<file path="src/rtl/deco_4x16_reg.sv">
// 4-to-16 one-hot timing-step decoder (T0..T15) for the sequence counter.
// Provides a zero-latency combinational decode and a registered, clearable copy.
module deco_4x16_reg #(
    parameter int SEL_W = 4,
    parameter int OUT_W = 16
) (
    input  logic             CLK,
    input  logic             CLR,
    input  logic [SEL_W-1:0] select,
    output logic [OUT_W-1:0] decoded_op,
    output logic [OUT_W-1:0] decoded_q
);

    // Power-up value matches the cleared state so the timing lines start quiet.
    logic [OUT_W-1:0] q_reg = '0;

    // Equality against each index: an X/Z select never compares true,
    // so no timing line can be asserted spuriously.
    always_comb begin
        decoded_op = '0;
        for (int i = 0; i < OUT_W; i++) begin
            if (select == SEL_W'(i)) begin
                decoded_op[i] = 1'b1;
            end
        end
    end

    always_ff @(posedge CLK) begin
        if (CLR) begin
            q_reg <= '0;
        end else begin
            q_reg <= decoded_op;
        end
    end

    assign decoded_q = q_reg;

endmodule

</file>
<file path="config.mk">
export PLATFORM = sky130hd
export DESIGN_NAME = deco_4x16_reg
export DESIGN_NICKNAME = d
export VERILOG_FILES = /design/src/rtl/deco_4x16_reg.sv
export SDC_FILE = /design/constraint.sdc
export NUM_CORES = 1
export LEC_CHECK = 0
export ABC_AREA = 1
export CORE_MARGIN = 5
export CORE_UTILIZATION = 30
export CTS_CLUSTER_SIZE = 40
export DETAILED_ROUTE_END_ITERATION = 7
export GPL_TIMING_DRIVEN = 0
export HOLD_SLACK_MARGIN = 0.05
export PLACE_DENSITY = 0.8
export RECOVER_POWER = 50
export SYNTH_ARGS = -nofsm -noshare
export SYNTH_HDL_FRONTEND = slang
export SYNTH_SLANG_ARGS = --single-unit
</file>
<file path="constraint.sdc">
create_clock -name CLK -period 0.8 [get_ports CLK]
set_input_delay 0.16 -clock CLK [delete_from_list [all_inputs] [get_ports CLK]]
set_output_delay 0.16 -clock CLK [all_outputs]
set_load 0.05 [all_outputs]
</file>
==> results of run 1 <==
[synthesized netlist by cell type]
| library cell | number |
|---|---|
| inv_1 | 11 |
| dfxtp_1 | 16 |
| nor2_1 | 18 |
| nand2_2 | 1 |
| buf_6 | 1 |
| nor2_2 | 4 |
| buf_2 | 1 |
| nand2_1 | 16 |
| nor3_1 | 7 |
| inv_2 | 2 |
[report_power, final]
group          total, mW  switching (mW)  internal [mW]  leakage [nW]
clock network      0.548           0.270          0.278        0.0210
logic              0.468           0.288          0.180         0.387
registers          0.820         0.00834          0.811         0.137
[layout make-up]
| type | count | share of cell area, % |
|---|---|---|
| timing repair buffer | 38 | 40.1 |
| sequential | 16 | 24.7 |
| multi-input combinational | 46 | 21.9 |
| inverter | 13 | 7.26 |
| clock buffer | 4 | 2.63 |
| tap | 25 | 2.27 |
| buffer | 2 | 1.18 |
[repair_timing]
item | CTS | global route
cloned | 0 | 0
pin swaps | 7 | 5
buffers inserted | 1 | 1
hold buffers | 0 | 0
endpoints found under the setup margin | 48 | 32
resized for setup | 319 | 4
hold endpoints to repair | 0 | 0
[logic make-up (layout without fill, tap and decap cells)]
| logic type | Yosys count | count (layout) |
|---|---|---|
| flops | 16 | 16 |
| buf+inv | 15 | 57 |
| simple gates | 46 | 46 |
[metal layers]
layer / global-route usage (%) / vias up / share of wire, %
li1: - / 308 / -
met1: 12.5 / 296 / 28
met2: 34.9 / 33 / 62
met3: 3.88 / 4 / 7.3
met4: 11.5 / 0 / 3.4
met5: 0 / - / 0
[path summary, 6_finish.rpt]
| check | from | endpoint | slack [ns] | depth (start not counted) |
|---|---|---|---|---|
| worst min-delay path | CLR | decoded_q[3]$_SDFF_PP0_ | 0.13 | 2 |
| worst max-delay path | select[2] | decoded_op[9] | -0.16 | 5 |
[through the flow]
stage	util (%)	std cells	setup TNS [ns]	hold slack, ns
finish	77.3	144	-3.82	0.127
global route	77.3	144	-4.86	0.132
CTS	76.0	143	-3.77	0.128
detailed placement	59.4	138	-35.44	0.443
global placement	59.4	138	-34.72	0.445
floorplan	-	77	-0.342	0.329
==> key figures, run 1 <==
STA
  • Hold Vio Cnt, Final: 0
  • Final Max Tran Viols: 0
  • Setup ws final: -0.158 ns
  • Final period util: 120%
  • Worst-margin pin slew: 0.283 ns
  • Fmax: 1.04 GHz
  • Relative slew slack: 81.1%
  • RSZ-0062 raised after global routing: true
  • Endpoints failing setup: 32
  • Fin crit period: 0.958 ns

Finish
  • FF/Latch Area: 340 um2
  • # fillers: 106
  • Design Area, Final: 0.00138 mm2
  • Flip-flop count of the largest register after layout: 16
  • Multi-input gate area: 302 um2
  • Commonest non-fill, non-tap cell in the layout: buf_8
  • Area delta synth->final: 138%
  • Antenna diode count: 0
  • Most frequent cells in the layout: 27 x buf_8, 16 x dfxtp_2, 10 x nor2_4, 10 x nand2_2, 9 x clkinvlp_4
  • Share of cells above drive strength 1: 83.2%
  • Final #Nets: 126

Floorplanning
  • Die W: 53.9 um
  • Std cell rows: 15
  • Core area: 0.00178 mm2
  • Starting Density: 32.5%
  • Number of primary I/O pins: 38
  • Die Span Y: 53.9 um
  • Die area: 0.00291 mm2

Synthesis
  • Largest family of logic cells by synthesized area: simple AND/OR/NAND/NOR gates
  • Post-Synth XOR/XNOR Area: 0%
  • Post-synthesis adder-cell area fraction: 0%
  • Post-synthesis mux area share: 0%
  • Synth area leader: dfxtp_1
  • Share of the yosys chip area belonging to registers: 55.3%
  • Dominant cells by area after synthesis: dfxtp_1 55%, nor2_1 12%, nand2_1 10%
  • Syn Nets: 83
  • Synthesized flop and latch total: 16
  • YS warnings: 0
  • Simple-gate share of the synthesized area: 33.5%
  • Distinct cells, synth: 10
  • Syn Inst Count: 77
  • Post-synthesis compound-gate area fraction: 0%
  • Share of the synthesized area in the top cell type: 55.3%
  • Synthesized area per cell: 7.52 um2
  • Synthesized cell area: 579 um2

Critical path
  • Startpoint Class: primary input
  • Crit path DAT: 0.80 ns
  • Required @ worst endpoint: 0.64 ns
  • Crit path max-delay family: buffers and inverters
  • CP cell instances: buf_12 -> nor2_4 -> nand2_2 -> clkinvlp_4 -> buf_8
  • WP buf/inv: 3
  • CP Class: primary input to primary output
  • CP endpoint kind: primary output
  • Worst path slowest cell: nor2_4
  • CP peak stage delay: 0.16 ns
  • Crit path max fanout: 5

Route
  • DR pass1 iterations: 4
  • Via count: 641
  • Routed WL: 2010 um
  • DR vias/cell: 4.45
  • DR DRC count: 0
  • ANT nets after route: 0
  • Routed len/inst: 14.0 um
  • Iteration-0 DRC Markers: 5

Placement
  • Worst slack, placed: -1.39 ns
  • Placement-stage cell area: 0.00106 mm2
  • # port buffers: 36
  • Hpwl dp: 1300 um
  • RD Place Congestion: 0.731

Power
  • Leakage: 0.545 nW
  • PD cells: 1330 mW/mm2
  • VDD IR max: 0.00115 V
  • Total Power: 1.83 mW

Global route
  • Grt total ovfl: 0
  • Vias in the first global route: 652
  • Largest net degree at the start of global routing: 11
  • GRT Overall Usage: 16.6%
  • Initial antenna violation count: 0
  • First-pass GRT wire length: 3150 um

Job
  • Max-Cap Viols: 0

Hold path
  • Hold WC Path Type: primary input to flip-flop

Clocking
  • CTS buffer count: 3
  • Clock-pin slew of the registers on the worst-case setup and hold paths: 0.09 ns
  • CTS tree: built
  • Clock root buffer: clkbuf_4
  • Clock Sinks: 16
  • H-tree depth: 1
  • Clk buf depth: 2

Outcome
  • Outcome: complete, but fails checks
  • Failing checks: negative setup slack
Note: power is estimated with default switching activity, not from simulation.
==> inputs of run 2 (changes only) <==
--- a/config.mk
+++ b/config.mk
@@ -6,13 +6,15 @@
 export NUM_CORES = 1
 export LEC_CHECK = 0
 export ABC_AREA = 1
+export CELL_PAD_IN_SITES_DETAIL_PLACEMENT = 1
+export CELL_PAD_IN_SITES_GLOBAL_PLACEMENT = 2
 export CORE_MARGIN = 5
-export CORE_UTILIZATION = 30
+export CORE_UTILIZATION = 15
 export CTS_CLUSTER_SIZE = 40
 export DETAILED_ROUTE_END_ITERATION = 7
 export GPL_TIMING_DRIVEN = 0
 export HOLD_SLACK_MARGIN = 0.05
-export PLACE_DENSITY = 0.8
+export PLACE_DENSITY_LB_ADDON = 0.1
 export RECOVER_POWER = 50
 export SYNTH_ARGS = -nofsm -noshare
 export SYNTH_HDL_FRONTEND = slang
==> run 2 against run 1 <==
Net effect:
- the run still ends with negative setup slack left
- critical path type unchanged
- non-clock buffer count down 1
- die area rose by 79%
- fmax increased by 2.3%
- sequential cell count unchanged
- worst hold slack better by 0.081 ns
- global-route usage shrank 8.6 points
- count of clock-buffer cells in the layout shrank 1
- final cell count up 15%
- highest routed layer unchanged
- sequential power hardly changed
- routed wire length shrank 4.9%
==> key figures, run 2 (synthesis results as in run 1) <==
Outcome
  • Outcome: complete, but fails checks
  • Failing checks: negative setup slack

Route
  • Routed len/inst: 11.6 um
  • DR vias/cell: 3.79
  • ANT nets after route: 0
  • Iteration-0 DRC Markers: 9
  • Via count: 625
  • Routed WL: 1910 um
  • DR DRC count: 0
  • DR pass1 iterations: 2

Clocking
  • CTS buffer count: 3
  • Clk buf depth: 2
  • H-tree depth: 1
  • CTS tree: built
  • Clock-pin slew of the registers on the worst-case setup and hold paths: 0.06 ns
  • Clock root buffer: clkbuf_8
  • Clock Sinks: 16

STA
  • Worst-margin pin slew: 0.170 ns
  • Final period util: 117%
  • Min Hold Slack: 0.208 ns
  • RSZ-0062 raised after global routing: true
  • Setup ws final: -0.136 ns
  • Relative slew slack: 88.6%
  • Final Max Tran Viols: 0
  • Endpoints failing setup: 32
  • Setup TNS: -2.50 ns
  • Fin crit period: 0.936 ns
  • Fmax: 1.07 GHz
  • Hold Vio Cnt, Final: 0

Critical path
  • Worst path slowest cell: nor2_4
  • Crit path max-delay family: buffers and inverters
  • WP buf/inv: 3
  • Startpoint Class: primary input
  • CP cell instances: buf_12 -> nor2_4 -> nand2_2 -> clkinvlp_4 -> buf_8
  • CP peak stage delay: 0.17 ns
  • CP endpoint kind: primary output
  • Required @ worst endpoint: 0.64 ns
  • Crit path DAT: 0.78 ns
  • Crit path max fanout: 5
  • CP Class: primary input to primary output

Floorplanning
  • Core area: 0.00369 mm2
  • Die Span Y: 72.1 um
  • Number of primary I/O pins: 38
  • Die area: 0.00520 mm2
  • Die W: 72.1 um
  • Std cell rows: 22
  • Starting Density: 15.7%

Hold path
  • Hold worst-path end: decoded_q[7]$_SDFF_PP0_
  • Worst Hold Launch: CLR
  • Hold WC Path Type: primary input to flip-flop
  • Hold path cells: 2

Power
  • Psw: 0.566 mW
  • Flop pwr share: 43.4%
  • PD cells: 1340 mW/mm2
  • Clk pwr share: 31.9%
  • Internal power: 1.33 mW
  • Leakage: 0.554 nW
  • Sw Ratio: 29.9%
  • VDD IR max: 0.000380 V
  • Comb pwr share: 24.8%

Placement
  • Placed cells: 161
  • RD Place Congestion: 0.732
  • # port buffers: 36
  • Hpwl dp: 1480 um
  • Worst slack, placed: -1.42 ns

Global route
  • Grt total ovfl: 0
  • Vias in the first global route: 671
  • Largest net degree at the start of global routing: 11
  • First-pass GRT wire length: 3190 um
  • GRT Overall Usage: 8.01%
  • Initial antenna violation count: 0

Finish
  • Fin cells: 165
  • Share of cells above drive strength 1: 82.1%
  • Final #Nets: 125
  • Flip-flop count of the largest register after layout: 16
  • Antenna diode count: 0
  • Area delta synth->final: 144%
  • Commonest non-fill, non-tap cell in the layout: buf_8
  • Most frequent cells in the layout: 24 x buf_8, 16 x dfxtp_2, 10 x nor2_4

Job
  • Max-Cap Viols: 0
-- run 2: changes by cell type in the layout (fill, tap and decap cells not counted), moves of 2 or more --
cell,delta
clkbuf_8,+2
nand2_2,-3
clkbuf_4,-3
buf_4,-2
buf_6,+4
nand2_4,+2
buf_8,-3
-- run 2: routing by layer --
layer  GRT usage (%)  routed length, um  up-vias
met1            8.64                757      287
li1                -                  -      311
met5               0                  0        -
met2            13.3                950       23
met3            3.19                176        4
met4            4.38                 26        0
-- run 2: stage by stage --
step / instance area, um2 / util [%] / power, mW
final: 1410 / 38.3 / 1.89
after global routing: 1410 / 38.3 / 1.99
after CTS: 1370 / 37.0 / 1.92
after detailed placement: 1090 / 29.5 / 1.19
after global placement: 1090 / 29.5 / 1.19
after floorplan: 668 / - / 1.07
-- run 2: how the worst max path moves through the flow --
stage                   start              to  slack [ns]  depth (start not counted)
floorplan           select[0]  decoded_op[11]        -0.1                          2
global placement    select[3]   decoded_op[9]       -1.43                          6
detailed placement  select[2]   decoded_op[6]       -1.42                          6
CTS                 select[2]   decoded_op[4]       -0.15                          6
global route        select[2]   decoded_op[4]       -0.17                          6
finish              select[3]   decoded_op[4]       -0.14                          5
-- run 2: what timing repair did --
action | in CTS | in global routing
gates resized for setup | 315 | 11
pin swaps | 8 | 7
setup buffers | 0 | 1
hold buffers | 0 | 0
endpoints found under the setup margin | 48 | 32
-- run 2: layout make-up --
class	count	area (um2)
fill	419	2280
timing repair buffer	37	538
sequential	16	340
multi-input combinational	46	309
inverter	13	108
tap	48	60.1
clock buffer	3	41.3
buffer	2	16.3
-- run 2: power by group through the flow --
stage	Clock (mW)	Combinational (mW)	Sequential (mW)
2_1_floorplan	0	0.191	0.879
3_3_place_gp	0	0.363	0.831
3_5_place_dp	0	0.364	0.831
4_1_cts	0.644	0.456	0.820
5_1_grt	0.670	0.496	0.821
6_report	0.603	0.468	0.820
==> inputs of run 3 (changes only) <==
--- a/config.mk
+++ b/config.mk
@@ -9,7 +9,7 @@
 export CELL_PAD_IN_SITES_DETAIL_PLACEMENT = 1
 export CELL_PAD_IN_SITES_GLOBAL_PLACEMENT = 2
 export CORE_MARGIN = 5
-export CORE_UTILIZATION = 15
+export CORE_UTILIZATION = 17
 export CTS_CLUSTER_SIZE = 40
 export DETAILED_ROUTE_END_ITERATION = 7
 export GPL_TIMING_DRIVEN = 0
==> constraint.sdc (replaced) <==
create_clock -name CLK -period 0.97 [get_ports CLK]
set_input_delay 0.194 -clock CLK [delete_from_list [all_inputs] [get_ports CLK]]
set_output_delay 0.194 -clock CLK [all_outputs]
set_load 0.05 [all_outputs]
==> run 3 against run 2 <==
Net effect:
- the flow still finishes with violations (negative setup slack)
- total power is 21% lower
- sequential cell count unchanged
- sequential share of layout area is 0.93 points higher
- non-clock buffer count is 1 higher
- critical endpoint is now decoded_op[9]
- highest routed layer unchanged
==> key figures, run 3 (synthesis results as in run 1) <==
Outcome
  • Outcome: complete, but fails checks
  • Failing checks: negative setup slack

Placement
  • RD Place Congestion: 0.660
  • Hpwl dp: 1400 um
  • Worst slack, placed: -1.35 ns
  • Placement-stage cell area: 0.00103 mm2
  • Placed cells: 159
  • # port buffers: 36

Finish
  • Commonest non-fill, non-tap cell in the layout: buf_8
  • Design Area, Final: 0.00136 mm2
  • Share of cells above drive strength 1: 82.4%
  • Flip-flop count of the largest register after layout: 16
  • Final #Nets: 126
  • Antenna diode count: 0
  • Fin cells: 165
  • Most frequent cells in the layout: 22 x buf_8, 16 x dfxtp_2, 10 x buf_6
  • Area delta synth->final: 135%
  • Post-layout util: 41.1%
  • # fillers: 393

Global route
  • Initial antenna violation count: 0
  • First-pass GRT wire length: 2990 um
  • Vias in the first global route: 674
  • GRT Overall Usage: 8.82%
  • Largest net degree at the start of global routing: 11
  • Grt total ovfl: 0

Floorplanning
  • Number of primary I/O pins: 38
  • Die W: 68.4 um
  • Starting Density: 17.5%
  • Die area: 0.00468 mm2
  • Core area: 0.00331 mm2
  • Std cell rows: 21
  • Die Span Y: 68.4 um

Power
  • Psw: 0.459 mW
  • Sw Ratio: 30.6%
  • Comb pwr share: 24.8%
  • Leakage: 0.598 nW
  • VDD IR max: 0.000586 V
  • Total Power: 1.50 mW
  • Clk pwr share: 30.2%
  • Flop pwr share: 45.0%
  • Internal power: 1.04 mW
  • PD cells: 1100 mW/mm2

Clocking
  • H-tree depth: 1
  • Clock-pin slew of the registers on the worst-case setup and hold paths: 0.10 ns
  • Clock root buffer: clkbuf_4
  • Clk buf depth: 2
  • Clock Sinks: 16
  • CTS buffer count: 3
  • CTS tree: built

STA
  • Fmax: 1.02 GHz
  • Worst-margin pin slew: 0.149 ns
  • Fin crit period: 0.978 ns
  • Min Hold Slack: 0.167 ns
  • RSZ-0062 raised after global routing: true
  • Endpoints failing setup: 3
  • Setup TNS: -0.0113 ns
  • Relative slew slack: 90.0%
  • Final Max Tran Viols: 0
  • Final period util: 101%
  • Setup ws final: -0.00753 ns
  • Hold Vio Cnt, Final: 0

Critical path
  • Crit path max fanout: 5
  • Crit path DAT: 0.78 ns
  • CP peak stage delay: 0.15 ns
  • CP endpoint kind: primary output
  • Startpoint Class: primary input
  • CP cell instances: buf_12 -> nor2_4 -> nand2_2 -> clkinvlp_4 -> buf_8
  • Worst path slowest cell: nor2_4
  • Required @ worst endpoint: 0.78 ns
  • CP Class: primary input to primary output

Hold path
  • Hold WC Path Type: primary input to flip-flop
  • Hold path cells: 2

Route
  • Routed len/inst: 10.9 um
  • DR DRC count: 0
  • DR vias/cell: 3.73
  • Iteration-0 DRC Markers: 8
  • DR pass1 iterations: 4
  • ANT nets after route: 0
  • Via count: 616
  • Routed WL: 1800 um

Job
  • Max-Cap Viols: 0
==> run 3: final cells by class <==
cell class                      instances  area [um2]  area share (%)
Buffer                                  2        16.3            1.20
Clock buffer                            4        36.3            2.67
Inverter                               13        78.8            5.80
Multi-Input combinational cell         46         297            21.8
Sequential cell                        16         340            25.0
Tap cell                               46        57.6            4.23
Timing Repair Buffer                   38         534            39.3
==> run 3: timing repair <==
action / 4_1_cts / 5_1_grt
pin swaps: 6 / 8
hold buffers: 0 / 0
endpoints found under the setup margin: 42 / 31
buffers inserted: 1 / 1
resized for setup: 316 / 21
==> run 3: worst paths after layout <==
kind                      start                      end  slack (ns)
worst max-delay path  select[2]            decoded_op[9]      -0.008
worst min-delay path        CLR  decoded_q[7]$_SDFF_PP0_        0.17
==> run 3: worst max-delay path: cells and delay by family <==
family | cells | cell delay, ns
AND/OR/NAND/NOR | 2 | 0.25
buffers and inverters | 3 | 0.33
==> run 3: power groups by stage <==
stage                     clock network (mW)  logic [mW]  registers (mW)
after floorplan                            0       0.139           0.725
after global placement                     0       0.279           0.685
after detailed placement                   0       0.280           0.686
after CTS                              0.490       0.352           0.676
after global routing                   0.523       0.397           0.678
final                                  0.453       0.373           0.676
==> run 3: per-layer routing <==
metal	global-route usage, %	vias to the layer above	part of all wire, %
met4	3.72	0	1.9
met2	15.0	22	50
li1	-	312	-
met1	8.57	278	38
met3	5.25	4	10
met5	0	-	0
